<file path="config.mk">
export PLATFORM = sky130hd
export DESIGN_NAME = query_row_dbuf
export DESIGN_NICKNAME = d
export VERILOG_FILES = /design/src/rtl/query_row_dbuf_pkg.sv /design/src/rtl/query_row_bank.sv /design/src/rtl/query_row_dbuf.sv
export SDC_FILE = /design/constraint.sdc
export NUM_CORES = 2
export LEC_CHECK = 0
export CORE_ASPECT_RATIO = 0.6
export CORE_MARGIN = 2
export CORE_UTILIZATION = 35
export CTS_CLUSTER_DIAMETER = 80
export DETAILED_ROUTE_END_ITERATION = 8
export DONT_BUFFER_PORTS = 1
export MAX_ROUTING_LAYER = met4
export PLACE_DENSITY = 0.5
export SYNTH_ARGS = -nofsm -noshare
export SYNTH_HDL_FRONTEND = slang
export SYNTH_SLANG_ARGS = --single-unit
</file>
<file path="constraint.sdc">
create_clock -name clk -period 5.05 [get_ports clk]
set_clock_uncertainty 0.1 [all_clocks]
set_input_delay 1.515 -clock clk [delete_from_list [all_inputs] [get_ports clk]]
set_output_delay 1.515 -clock clk [all_outputs]
set_load 0.005 [all_outputs]
</file>
<file path="src/rtl/query_row_dbuf_pkg.sv">
// Shared defaults for the query-row ping-pong buffer.
package query_row_dbuf_pkg;
    localparam int QRD_DATA_WIDTH = 11;
    localparam int QRD_ADDR_WIDTH = 7;
    localparam int QRD_DEPTH      = 128;
endpackage

</file>
<file path="src/rtl/query_row_bank.sv">
// One row of storage: simple dual-port RAM, one write port, registered read-first read port.
module query_row_bank
    import query_row_dbuf_pkg::*;
#(
    parameter int DATA_WIDTH = QRD_DATA_WIDTH,
    parameter int ADDR_WIDTH = QRD_ADDR_WIDTH,
    parameter int DEPTH      = QRD_DEPTH
) (
    input  logic                  clk,
    input  logic                  we,
    input  logic [ADDR_WIDTH-1:0] waddr,
    input  logic [DATA_WIDTH-1:0] wdata,
    input  logic                  re,
    input  logic [ADDR_WIDTH-1:0] raddr,
    output logic [DATA_WIDTH-1:0] rdata
);

    logic [DATA_WIDTH-1:0] mem [DEPTH];

    // Both statements sample mem before the edge, so a colliding read sees the old word.
    always_ff @(posedge clk) begin
        if (we) mem[waddr] <= wdata;
        if (re) rdata <= mem[raddr];
    end

endmodule

</file>
<file path="src/rtl/query_row_dbuf.sv">
// Ping-pong row buffer: sequential writer fills one bank while the reader fetches by address from the other.
module query_row_dbuf
    import query_row_dbuf_pkg::*;
#(
    parameter int DATA_WIDTH = QRD_DATA_WIDTH,
    parameter int ADDR_WIDTH = QRD_ADDR_WIDTH,
    parameter int DEPTH      = QRD_DEPTH
) (
    input  logic                  clk,
    input  logic                  rst_n,
    input  logic                  fsm_enable,
    input  logic                  sender_enable,
    input  logic [DATA_WIDTH-1:0] sender_data,
    input  logic                  ren,
    input  logic [ADDR_WIDTH-1:0] radr,
    output logic [DATA_WIDTH-1:0] receiver_data
);

    localparam logic [ADDR_WIDTH-1:0] LAST_ADDR = ADDR_WIDTH'(DEPTH - 1);
    localparam logic [ADDR_WIDTH:0]   DEPTH_X   = (ADDR_WIDTH + 1)'(DEPTH);

    logic                  wbank;
    logic [ADDR_WIDTH-1:0] waddr;
    logic                  rbank;
    logic                  rsel_q;   // bank that produced the data currently held
    logic                  zero_q;   // forces output to 0 after reset or out-of-range read
    logic                  wr_en;
    logic                  rd_in_range;
    logic                  rd_go;
    logic [DATA_WIDTH-1:0] bank_q [2];

    assign wr_en       = rst_n && fsm_enable && sender_enable;
    assign rd_in_range = {1'b0, radr} < DEPTH_X;
    assign rd_go       = rst_n && ren && rd_in_range;

    always_ff @(posedge clk) begin
        if (!rst_n) begin
            wbank  <= 1'b0;
            waddr  <= '0;
            rbank  <= 1'b0;
            rsel_q <= 1'b0;
            zero_q <= 1'b1;
        end else begin
            if (fsm_enable && sender_enable) begin
                if (waddr == LAST_ADDR) begin
                    waddr <= '0;
                    wbank <= ~wbank;
                end else begin
                    waddr <= waddr + 1'b1;
                end
            end
            if (ren) begin
                zero_q <= !rd_in_range;
                if (rd_in_range) begin
                    rsel_q <= rbank;
                    if (radr == LAST_ADDR) rbank <= ~rbank;
                end
            end
        end
    end

    for (genvar b = 0; b < 2; b++) begin : g_bank
        query_row_bank #(
            .DATA_WIDTH (DATA_WIDTH),
            .ADDR_WIDTH (ADDR_WIDTH),
            .DEPTH      (DEPTH)
        ) u_bank (
            .clk   (clk),
            .we    (wr_en && (wbank == 1'(b))),
            .waddr (waddr),
            .wdata (sender_data),
            .re    (rd_go && (rbank == 1'(b))),
            .raddr (radr),
            .rdata (bank_q[b])
        );
    end

    // Each bank's read register only loads when read, so the selected one holds while ren is low.
    assign receiver_data = zero_q ? '0 : bank_q[rsel_q];

endmodule

</file>
==> flow_metrics.tcl <==
set metrics [dict create \
    drive_above_1_share_pct 26.4 \
    setup_violations 4 \
    die_area_mm2 0.318 \
    relSlewSlack_pct -65.3 \
    die_y_um 438 \
    rows 159 \
    worst_pin_slew_ps 2480 \
    finalWeightedCongestion 0.830 \
    grt_pass1_vias 54100 \
    detailed_place_hpwl_um 182000 \
    most-common-layout-cells "edfxtp_1, mux4_2, buf_4" \
    cts_buffer_depth 4 \
    fin_crit_sh_pct 103 \
    max_freq_mhz 191 \
    synthCells 5176 \
    cts_root_buf "clkbuf_16" \
    clock-sinks 2849 \
    synth_top_area_share_pct 77.7 \
    hold_violations 0 \
    cts_buffers 266 \
    fillers 27600 \
    drt_iter0_drc 8727 \
    drv_cap 0 \
    wire_per_inst_um 32.1 \
    synth.mux.area_fraction_pct 14.7 \
    synth-edff-count 2838 \
    vias_per_cell 5.61 \
    drv_slew 428 \
    endpoint_kind "flop" \
    yosys.area_share.simple_pct 4.36 \
    async_flop_share_pct 0 \
    violations "max-slew violations, negative setup slack" \
    min_path_type "flop to flop" \
    area_growth_pct 14.3 \
    cp-start-kind "input pin" \
    synth_cell_type_count 48 \
    core_region_area_mm2 0.312 \
    leakage_nw 39.1 \
    ctsHtreeMaxLevel 5 \
    cp.required_ps 5550 \
    fin_nets 5567 \
    synth_area_mm2 0.110 \
    crit_slowest_cell "and4b_1" \
    p_per_area_mw_per_mm2 376 \
    grt_pass1_wl_um 444000 \
    cp.arrival_ps 5720 \
    overflow 0 \
    period_needed_ps 5220 \
    io_buffers 0 \
    synth_top_family_by_area "multiplexers" \
    ys_ff_latch 2849 \
    fin_area_mm2 0.125 \
    holdWs_ps 479 \
    final_antenna_net_count 0 \
    start_util_pct 35.1 \
    grt_start_max_net_pins 669 \
    synthAdderAreaFrac_pct 0.0114 \
    ir_worst_vdd_uv 257 \
    final_common_cell "edfxtp_1" \
    critPathTopFamily "simple AND/OR/NAND/NOR gates" \
    ys_warn_count 0 \
    die_w_um 727 \
    antenna_found_initial 29 \
    fin_ws_ps -173 \
    cts_tree "built" \
    vias 56000 \
    grt_usage_pct 20.3 \
    cp_max_fo 668 \
    status "complete, but fails checks" \
    dr.pass1.iters 5 \
    drc 0 \
    synth_xor_area_share_pct 0.0399 \
    pin_count 34 \
    crit_type "input pin to flop" \
    synthesis.nets 5200 \
    path_buf_inv 1 \
    synth_area_leader_cell "edfxtp_1" \
    clk_pin_slew_worst_paths_ps 70 \
    synth_ff_type "edfxtp_1" \
    totalWireLength_um 320000 \
    rsz0062_at_grt "false" \
    synthTopCellsByArea "edfxtp_1, mux4_2, nor2_1" \
    placed_cell_area_mm2 0.117 \
    path_cells "and4b_1 > and2_1 > buf_4 > a21oi_1 > nand4_1 > or4_1" \
    pre_cts_ws_ps 25.5 \
    cts_hold_buf 0 \
    ys_seq_area_share_pct 77.9 \
    setup_tns_ps -308 \
    syn_area_per_cell_um2 21.2 \
    insertion_delay_ps 850 \
    synth_compound_area_share_pct 1.59 \
    cpPeakStageDelay_ps 970 \
]
[repair_timing]
item | 4_1_cts | 5_1_grt
buffers inserted | 0 | 0
resized for setup | 0 | 0
endpoints found under the setup margin | 0 | 21
[worst reg2reg max path: stages, from the launching register on]
cell and delay [ps]:
dfxtp_1 520, nor2b_1 350, nand3_2 840, nor2_1 860
buf_4 280
[final timing paths]
| path | endpoint | slack (ps) | start | cells past startpoint |
|---|---|---|---|---|
| worst max-delay path | g_bank[0].u_bank.rdata[6] | -170 | radr[1] | 6 |
| worst min-delay path | wbank | 480 | wbank | 2 |
| worst max register to register | g_bank[1].u_bank.mem[106][10] | 1790 | waddr[5] | 4 |
| worst min register to register | wbank | 480 | wbank | 2 |
[layer usage]
metal | up-vias | track usage [%] | share of wire, %
met3 | 321 | 5.13 | 10
met4 | 0 | 2.95 | 1.3
met1 | 30500 | 32.3 | 48
li1 | 22500 | - | -
met5 | - | - | 0
met2 | 2603 | 26.4 | 41
[through the flow]
step	power [mW]	util (%)	instances
after global routing	48.5	40.1	9948
after floorplan	27.6	-	5176
after global placement	27.8	37.4	9448
after detailed placement	27.8	37.4	9453
after CTS	47.3	40.0	9910
final	47.2	40.2	9982
[cell type report]
cell class	instances	area, um2	area share (%)
multi-input combinational	1987	22900	18.3
timing repair buffer	435	3520	2.81
sequential	2849	85400	68.1
inverter	4	15.0	0.0120
clock inverter	125	1010	0.807
clock buffer	332	7120	5.67
tap	4186	5240	4.18
antenna	64	160	0.128
[report_power, final]
part           internal [mW]  switching, mW
registers               26.0         0.0106
clock network           10.9           8.79
logic                  0.699          0.787
[synth_stat cells, types with 5 or more instances]
cell      instances
nor3_1            6
a21oi_1          86
or4_1            42
nor2b_1          36
or3_1            27
o21ai_0           5
buf_6            22
a31oi_1          85
nand3_1         219
mux2_2           44
nand4_1          91
mux2i_1          84
and2_1            7
o32ai_1          21
buf_4            16
nand3b_1         23
clkbuf_1        209
dfxtp_1          11
mux4_2          657
buf_1            30
nand2_1          27
o221ai_1         22
a22oi_1          23
xnor2_1           5
o22ai_1          22
nor2_1          302
buf_2            59
edfxtp_1       2838
and3_1          130
[registers in the layout, indices dropped and copies added, names as in the netlist]
name                 flops
g_bank.u_bank.mem     2816
rsel_q                   1
waddr                    7
zero_q                   1
rbank                    1
g_bank.u_bank.rdata     22
wbank                    1
[cell families (layout without fill, tap and decap cells)]
group	Yosys count	count (layout)
AOI/OAI and AO/OA	272	272
xor gates and xnor gates	5	5
adders and majority gates	1	1
buffers and inverters	340	896
DFF	2849	2849
muxes	785	785
other	0	64
and+or+nand+nor	924	924
(Power assumes the default switching activity.)
